$ cat config.mk
export PLATFORM = sky130hd
export DESIGN_NAME = program_block_writer
export DESIGN_NICKNAME = d
export VERILOG_FILES = /design/src/rtl/updi_pkg.sv /design/src/rtl/updi_ack_waiter.sv /design/src/rtl/program_block_writer.sv
export SDC_FILE = /design/constraint.sdc
export NUM_CORES = 1
export LEC_CHECK = 0
export ABC_AREA = 1
export CAP_MARGIN = 40
export CORE_AREA = 2 2 222 224
export CTS_CLUSTER_SIZE = 14
export DETAILED_ROUTE_END_ITERATION = 16
export DIE_AREA = 0 0 224 226
export PLACE_DENSITY = 0.48
export SYNTH_ARGS = -nofsm -noshare
export SYNTH_HDL_FRONTEND = slang
export SYNTH_SLANG_ARGS = --single-unit
$ cat constraint.sdc
create_clock -name clk -period 5.85 [get_ports clk]
set_clock_uncertainty 0.15 [all_clocks]
set_input_delay 1.755 -clock clk [delete_from_list [all_inputs] [get_ports clk]]
set_output_delay 1.755 -clock clk [all_outputs]
set_load 0.02 [all_outputs]
$ cat src/rtl/updi_pkg.sv
// UPDI protocol constants, program block types and the shared state/error
// enumerations used by the program block writer.
package updi_pkg;

    // UPDI opcodes and the ACK byte returned by the target
    localparam logic [7:0] UPDI_SYNC        = 8'h55;
    localparam logic [7:0] UPDI_ST_PTR16    = 8'h69;
    localparam logic [7:0] UPDI_REPEAT      = 8'hA0;
    localparam logic [7:0] UPDI_ST_PTR_INC8 = 8'h64;
    localparam logic [7:0] UPDI_ACK         = 8'h40;

    // Block types produced by the program decoder
    localparam logic [7:0] BLK_TYPE_DATA = 8'h00;
    localparam logic [7:0] BLK_TYPE_EOF  = 8'h01;

    typedef enum logic [3:0] {
        S_IDLE,
        S_REQ,
        S_WAIT_LO,
        S_WAIT_HI,
        S_DECODE,
        S_SEND,
        S_ACK,
        S_DONE,
        S_ERROR
    } state_t;

    typedef enum logic [1:0] {
        ERR_NONE     = 2'd0,
        ERR_TIMEOUT  = 2'd1,
        ERR_MISMATCH = 2'd2
    } err_code_t;

endpackage

$ cat src/rtl/updi_ack_waiter.sv
// ACK checker for the program block writer: while armed, reports the first
// received byte as ok (UPDI ACK) or fail (mismatch), or fails once the
// timeout expires. Present only when PROGRAM_BLOCK_WRITER_ACK_CHECK_EN is defined.
`ifdef PROGRAM_BLOCK_WRITER_ACK_CHECK_EN
module updi_ack_waiter
    import updi_pkg::*;
#(
    parameter int ACK_TIMEOUT = 4096
) (
    input  logic       clk,
    input  logic       rst,
    input  logic       arm,
    input  logic [7:0] rx_data,
    input  logic       rx_valid,
    output logic       ok,
    output logic       fail,
    output err_code_t  code
);

    localparam int TW = $clog2(ACK_TIMEOUT) + 1;

    logic [TW-1:0] cnt;
    logic          timed_out;

    // Cycles spent armed; restarts from zero whenever the writer leaves ACK
    always_ff @(posedge clk) begin
        if (!rst || !arm) begin
            cnt <= '0;
        end else begin
            cnt <= cnt + TW'(1);
        end
    end

    assign timed_out = (cnt == TW'(ACK_TIMEOUT - 1));

    // Verdict for the current cycle; a received byte takes priority over timeout
    always_comb begin
        ok   = 1'b0;
        fail = 1'b0;
        code = ERR_NONE;
        if (arm) begin
            if (rx_valid) begin
                if (rx_data == UPDI_ACK) begin
                    ok = 1'b1;
                end else begin
                    fail = 1'b1;
                    code = ERR_MISMATCH;
                end
            end else if (timed_out) begin
                fail = 1'b1;
                code = ERR_TIMEOUT;
            end
        end
    end

endmodule
`endif

$ cat src/rtl/program_block_writer.sv
// program_block_writer: requests decoded program blocks one at a time and
// serialises each data block as SYNC/ST ptr/addr, optional REPEAT, then
// SYNC/ST *(ptr++)/data onto the UPDI transmit byte stream.
// Define PROGRAM_BLOCK_WRITER_ACK_CHECK_EN to check target ACKs on rx.
module program_block_writer
    import updi_pkg::*;
#(
    parameter int DATA_BLOCK_MAX_SIZE = 64,
    parameter int ACK_TIMEOUT         = 4096
) (
    input  logic                             clk,
    input  logic                             rst,
    input  logic                             go,
    output logic                             busy,
    output logic                             done,
    output logic                             error,
    output logic [1:0]                       err_code,
    output logic                             prog_start,
    input  logic                             prog_ready,
    input  logic                             prog_done,
    input  logic [7:0]                       block_length,
    input  logic [15:0]                      block_address,
    input  logic [7:0]                       block_type,
    input  logic [8*DATA_BLOCK_MAX_SIZE-1:0] block_data,
    output logic [7:0]                       tx_data,
    output logic                             tx_valid,
    input  logic                             tx_ready,
    input  logic [7:0]                       rx_data,
    input  logic                             rx_valid
);

    localparam int         DIX_W   = $clog2(DATA_BLOCK_MAX_SIZE) + 1;
    localparam logic [7:0] MAX_LEN = 8'(DATA_BLOCK_MAX_SIZE);
`ifdef PROGRAM_BLOCK_WRITER_ACK_CHECK_EN
    localparam bit ACK_EN = 1'b1;
`else
    localparam bit ACK_EN = 1'b0;
`endif

    state_t           state, state_nxt;
    logic [2:0]       idx, idx_nxt;     // position in the command sequence
    logic [DIX_W-1:0] dix, dix_nxt;     // next data byte to send
    logic             rep, rep_nxt;     // REPEAT still to be emitted
    logic             busy_nxt, done_nxt, error_nxt, prog_start_nxt, tx_valid_nxt;
    logic [1:0]       err_code_nxt;
    logic [7:0]       tx_data_nxt;
    logic [7:0]       len_eff;
    logic [7:0]       dix_ext;
    logic             last_data;
    logic             ack_ok, ack_fail;
    err_code_t        ack_code;

    // Sequence positions: 0..3 SYNC ST_PTR16 addr_lo addr_hi, 4 SYNC,
    // 5 REPEAT or ST_PTR_INC8, 6 repeat count, 7 data bytes.
    function automatic logic [7:0] data_byte(input logic [DIX_W-1:0] d,
                                             input logic [8*DATA_BLOCK_MAX_SIZE-1:0] blk);
        logic [7:0] b;
        b = 8'h00;
        for (int i = 0; i < DATA_BLOCK_MAX_SIZE; i++) begin
            if (DIX_W'(i) == d) b = blk[i*8 +: 8];
        end
        return b;
    endfunction

    function automatic logic [7:0] seq_byte(input logic [2:0] s,
                                            input logic [DIX_W-1:0] d,
                                            input logic r);
        logic [7:0] b;
        case (s)
            3'd0, 3'd4: b = UPDI_SYNC;
            3'd1:       b = UPDI_ST_PTR16;
            3'd2:       b = block_address[7:0];
            3'd3:       b = block_address[15:8];
            3'd5:       b = r ? UPDI_REPEAT : UPDI_ST_PTR_INC8;
            3'd6:       b = len_eff - 8'd1;
            default:    b = data_byte(d, block_data);
        endcase
        return b;
    endfunction

    assign len_eff   = (block_length > MAX_LEN) ? MAX_LEN : block_length;
    assign dix_ext   = 8'(dix);
    assign last_data = ((dix_ext + 8'd1) == len_eff);

`ifdef PROGRAM_BLOCK_WRITER_ACK_CHECK_EN
    updi_ack_waiter #(
        .ACK_TIMEOUT(ACK_TIMEOUT)
    ) u_ack_waiter (
        .clk     (clk),
        .rst     (rst),
        .arm     (state == S_ACK),
        .rx_data (rx_data),
        .rx_valid(rx_valid),
        .ok      (ack_ok),
        .fail    (ack_fail),
        .code    (ack_code)
    );
`else
    logic unused_rx;
    assign unused_rx = ^{rx_data, rx_valid};
    assign ack_ok    = 1'b0;
    assign ack_fail  = 1'b0;
    assign ack_code  = ERR_NONE;
`endif

    // Next state, sequence position and registered output values
    always_comb begin
        state_nxt      = state;
        idx_nxt        = idx;
        dix_nxt        = dix;
        rep_nxt        = rep;
        err_code_nxt   = err_code;
        prog_start_nxt = 1'b0;
        case (state)
            S_IDLE, S_DONE, S_ERROR: begin
                if (go) begin
                    state_nxt    = S_REQ;
                    err_code_nxt = ERR_NONE;
                end
            end
            S_REQ: begin
                if (prog_ready) begin
                    prog_start_nxt = 1'b1;
                    state_nxt      = S_WAIT_LO;
                end
            end
            S_WAIT_LO: begin
                if (!prog_ready) state_nxt = S_WAIT_HI;
            end
            S_WAIT_HI: begin
                if (prog_ready) state_nxt = prog_done ? S_DONE : S_DECODE;
            end
            S_DECODE: begin
                idx_nxt = 3'd0;
                dix_nxt = '0;
                rep_nxt = (len_eff > 8'd1);
                if (block_type == BLK_TYPE_EOF) begin
                    state_nxt = S_DONE;
                end else if (block_type == BLK_TYPE_DATA && len_eff != 8'd0) begin
                    state_nxt = S_SEND;
                end else begin
                    state_nxt = S_REQ;
                end
            end
            S_SEND: begin
                if (tx_ready) begin
                    case (idx)
                        3'd3: begin
                            idx_nxt   = 3'd4;
                            state_nxt = ACK_EN ? S_ACK : S_SEND;
                        end
                        3'd5: idx_nxt = rep ? 3'd6 : 3'd7;
                        3'd6: begin
                            idx_nxt = 3'd4;
                            rep_nxt = 1'b0;
                        end
                        3'd7: begin
                            dix_nxt = dix + DIX_W'(1);
                            if (ACK_EN)         state_nxt = S_ACK;
                            else if (last_data) state_nxt = S_REQ;
                        end
                        default: idx_nxt = idx + 3'd1;
                    endcase
                end
            end
            S_ACK: begin
                if (ack_fail) begin
                    state_nxt    = S_ERROR;
                    err_code_nxt = ack_code;
                end else if (ack_ok) begin
                    state_nxt = (idx == 3'd7 && dix_ext == len_eff) ? S_REQ : S_SEND;
                end
            end
            default: state_nxt = S_IDLE;
        endcase

        busy_nxt     = !(state_nxt inside {S_IDLE, S_DONE, S_ERROR});
        done_nxt     = (state_nxt == S_DONE);
        error_nxt    = (state_nxt == S_ERROR);
        tx_valid_nxt = (state_nxt == S_SEND);
        tx_data_nxt  = tx_valid_nxt ? seq_byte(idx_nxt, dix_nxt, rep_nxt) : 8'h00;
    end

    // State and output registers; reset clears everything so no byte survives
    always_ff @(posedge clk) begin
        if (!rst) begin
            state      <= S_IDLE;
            idx        <= 3'd0;
            dix        <= '0;
            rep        <= 1'b0;
            busy       <= 1'b0;
            done       <= 1'b0;
            error      <= 1'b0;
            err_code   <= 2'd0;
            prog_start <= 1'b0;
            tx_valid   <= 1'b0;
            tx_data    <= 8'h00;
        end else begin
            state      <= state_nxt;
            idx        <= idx_nxt;
            dix        <= dix_nxt;
            rep        <= rep_nxt;
            busy       <= busy_nxt;
            done       <= done_nxt;
            error      <= error_nxt;
            err_code   <= err_code_nxt;
            prog_start <= prog_start_nxt;
            tx_valid   <= tx_valid_nxt;
            tx_data    <= tx_data_nxt;
        end
    end

endmodule

# Yosys cells after proc, flatten, opt, wreduce, memory -nomap -nowiden
# Cells that the tools add are included.
# word_totals
regBits	28
input_bits	559
out_inout_bits	15
wordCells	205
# op_classes
add_sub_neg	4
magnitude_cmp	2
n_eq_ne	86
muxes	89
n_reduce_logical	14
# ops
op	n
$mux 8	66
$eq 6x7->1 const A	32
$eq 5x7->1 const A	16
$eq 4x7->1 const A	8
$pmux 8 s6	1
$eq 3x7->1 const A	4
$pmux 4 s7	1
$eq 4x3->1 const B	6
$mux 4	6
$eq 3x3->1 const B	6
$eq 2x7->1 const A	2
$mux 7	2
$pmux 7 s2	1
$eq 3x2->1 const B	3
$mux 3	3
$pmux 3 s3	1
$add 7x1->8 const B	1
$eq 4x2->1 const B	2
$eq 4x4->1 const B	2
$eq 8x1->1 const B	1
$eq 8x8->1	1
$gt 8x1->1 const B	1
$gt 8x7->1 const B	1
$logic_not 4->1	2
other kinds (21)	26

# Logic depth before layout (Yosys ltp)
# depth
word_depth	70
ltp_mapped	50
ltp_nobuf	50

# Worst setup path after synthesis
# Ideal clock, no wire load.
# synth_timing
path_type	input port to flip-flop
from	input tx_ready
to	register tx_data[2]
setup_ps	125
arrival_ps	4851
required_time_ps	5575
slack_ps	724
stages	39
path_buffers	2
cell_sequence	nand3_1 nand2_1 nand2_1 nand2_1 nand2_2 nor2_4 nand2_4 buf_6 buf_6 nor2_2 a21oi_1 nand2_1 nand4_1 nand2_1 nand4_1 nand2_1 nand4_1 nand2_1 (+3 left out) nand2_1 nand3_1 nand2_1 nand4_1 nand2_1 nand4_1 nor2_1 nand4_1 nor2_1 nand4_1 nand2_1 nand4_1 nand2_1 nand3_1 nand2_1 nand4_1 nor2_1 nor2_1
# synth_via
elab_chain_len	68
word_cells_on_any_way	148
cone_classes	eq/ne (70); mux (74); reduce/logical (4)
# synth_lines
item	line	rtl
start: declaration	program_block_writer.sv:27	input logic tx_ready,
$mux 7	program_block_writer.sv:146	if (tx_ready) begin
$pmux 7 s2	program_block_writer.sv:114	case (state)
$logic_not 7->1	program_block_writer.sv:60	if (DIX_W'(i) == d) b = blk[i*8 +: 8];
$mux 8 (64 in a row)	program_block_writer.sv:60	
$pmux 8 s6	program_block_writer.sv:69	case (s)
end signal: assignment	program_block_writer.sv:209	tx_data <= tx_data_nxt;
end: declaration	program_block_writer.sv:25	output logic [7:0] tx_data,
# Parallel ways exist; a longest one is shown, timed or not.
# A chain may end at the register's enable or synchronous reset.

# Final worst setup path
# layout_timing
from	input tx_ready
to	register tx_data[4]
# Same word-level chain as after synthesis.

==> flow_summary.json <==
{
  "p_clk_frac": 0.174,
  "yosysWarningCount": 0,
  "grt_pass1_vias": 12384,
  "finalWeightedCongestion": 0.977,
  "dr.pass1.iters": 5,
  "seq_area_frac_synth": 0.0790,
  "synth_top_area_cell": "nand2_1",
  "overflow": 0,
  "fin_tns_setup_ns": -1.88,
  "status": "complete, but fails checks",
  "postPlaceCellArea_um2": 14600,
  "slew_violations": 0,
  "final_core_util": 0.315,
  "slowest_delay_ns": 0.19,
  "rsz0062_at_grt": "true",
  "intPower_uw": 654,
  "viasPerCell": 4.20,
  "startpoint_type": "input port",
  "hpwl_um": 52200,
  "synth-seq-cells": 28,
  "p_switching_uw": 259,
  "initial_core_util": 0.147,
  "fp.dieArea_um2": 50600,
  "arrival_ns": 6.27,
  "grt_max_degree": 19,
  "synthArstFlopShare": 0,
  "wire_per_inst_um": 20.3,
  "p_leak_uw": 0.00650,
  "fin_crit_ns": 6.28,
  "finalHoldViolCount": 0,
  "totalPowerFinal_uw": 913,
  "synth_edf_count": 0,
  "critPathRequiredTime_ns": 5.84,
  "drtIter0Drc": 638,
  "tightest_slew_ns": 0.565,
  "max_freq_ghz": 0.159,
  "path_class": "input port to flip-flop",
  "numCtsBuffers": 3,
  "clock_latency_ns": 0.26,
  "cts_hold_buf": 0,
  "synth.avg_cell_area_um2": 4.69,
  "maxCapViolCount": 0,
  "final_antenna_net_count": 0,
  "grt_antenna_before_repair": 11,
  "stdcell_area_um2": 15200,
  "yosys-top-cells-area": "nand2_1 (34%), inv_1 (13%), nand4_1 (8.8%)",
  "end_kind": "flip-flop",
  "finalNetCount": 2811,
  "root_buffer": "clkbuf_16",
  "yosys.cell_types.count": 43,
  "p_sw_frac": 0.284,
  "track_usage": 0.217,
  "synthCells": 1515,
  "fp-row-count": 81,
  "slowest_stage": "buf_4",
  "power_density_nw_per_um2": 59.9,
  "die_x_um": 224,
  "drive_gt1_frac": 0.163,
  "setup_slack_ns": -0.426,
  "routed_wl_um": 58200,
  "cts_tree": "done",
  "hold_path.class": "flip-flop to flip-flop",
  "routed-via-count": 12071,
  "clk_path_buf_depth": 2,
  "area_delta_synth_final_pct": 115,
  "syn_area_um2": 7100,
  "drc": 0,
  "finalSetupViolCount": 8,
  "seqPwrFrac": 0.219,
  "ir_worst_vdd_uv": 87.3,
  "synth_top_area_share": 0.344,
  "h-tree-depth": 1,
  "io_pins": 574,
  "path_clk_slew_ns": 0.07,
  "grt_pass1_wl_um": 80300,
  "pwr-share-comb": 0.608,
  "cp_common_cell": "nand4_1",
  "port_buffers": 562,
  "critPathMaxFanout": 8,
  "slew_headroom": 0.613,
  "violations": "setup timing",
  "synth_top_flop_cell": "dfxtp_1",
  "dpl_worst_slack_ns": -1.47,
  "dieHeight_um": 226,
  "post-route-period-util": 1.07,
  "cts_sinks": 28,
  "core_area_um2": 48300
}
==> path summary, 6_finish.rpt <==
path / slack (ns) / cells past startpoint / start / to
setup / recovery: -0.43 / 43 / tx_ready / tx_data[4]
hold / removal: 0.42 / 2 / rep / rep
setup reg to reg: 0.32 / 45 / idx[0] / tx_data[4]
hold reg to reg: 0.42 / 2 / rep / rep
==> through the flow <==
step | hold slack, ns | instances
2_1_floorplan | 0.372 | 1516
6_report | 0.421 | 2871
3_5_place_dp | 0.400 | 2846
3_3_place_gp | 0.409 | 2846
4_1_cts | 0.418 | 2860
5_1_grt | 0.453 | 2871
==> critical path: cells and delay by family <==
kind / cells / cell delay (ns)
buffers and inverters: 2 / 0.28
AOI/OAI and AO/OA: 2 / 0.23
and+or+nand+nor: 39 / 3.99
==> synthesized netlist by cell type, drive strengths merged, types with 5 or more instances <==
| master | instances |
|---|---|
| nor2 | 182 |
| nor4 | 6 |
| or2 | 61 |
| buf | 6 |
| a21oi | 37 |
| nand2 | 659 |
| nand3 | 63 |
| clkbuf | 5 |
| ha | 6 |
| o21ai | 46 |
| inv | 272 |
| nor3 | 12 |
| nand4 | 100 |
| dfxtp | 28 |
==> logic make-up after synthesis <==
group,Yosys count,synth area share
AOI/OAI and AO/OA,104,0.0818
xor gates and xnor gates,5,0.00617
adders and majority gates,6,0.0106
buffers and inverters,284,0.154
DFF,28,0.0790
other,1,0.000528
and+or+nand+nor,1087,0.668
==> power by group through the flow <==
stage | Sequential, µW | Clock, µW | Combinational (µW)
floorplan | 207 | 0 | 88.0
global placement | 204 | 0 | 548
detailed placement | 204 | 0 | 544
CTS | 200 | 165 | 557
global route | 201 | 170 | 588
finish | 200 | 159 | 555
==> routing by layer <==
layer  part of all wire  global-route usage  vias to the layer above
met1               0.41               0.256                     5391
met3              0.064              0.0429                       54
met5            0.00060                   0                        -
met4              0.024              0.0566                        6
li1                   -                   -                     6172
met2               0.50               0.399                      448
==> flip-flops by register name, summed over array words and instances, names as in the netlist, 3 cells and up <==
register  flops
tx_data       8
dix           7
state         4
idx           3
==> layout by cell type (no fill, tap or decap), types with 12 or more instances in the layout <==
cell type | netlist | final
nand3_1 | 63 | 50
nand4_1 | 100 | 100
nor2_1 | 160 | 137
nand2_1 | 650 | 622
or2_2 | 56 | 56
inv_1 | 248 | 247
dfxtp_1 | 28 | 28
nor3_1 | 12 | 12
nand2_2 | 7 | 29
a21oi_1 | 37 | 29
nor2_2 | 14 | 27
inv_2 | 24 | 23
clkdlybuf4s50_1 | 0 | 561
o21ai_0 | 41 | 41
buf_4 | 3 | 161
nor2_4 | 7 | 17
==> what timing repair did <==
item	4_1_cts	5_1_grt
setup endpoints to repair	8	8
pin swaps	45	42
resized for setup	73	45
setup buffers	11	6
==> layout make-up <==
type                            instances  area (µm²)
Sequential cell                        28         561
Antenna cell                            5        12.5
Multi-Input combinational cell       1204        5780
Timing Repair Buffer                  736        7010
Fill cell                            5479       33100
Clock buffer                            3        75.1
Tap cell                              622         778
Inverter                              273        1030
Power figures use the tool's default switching activity.
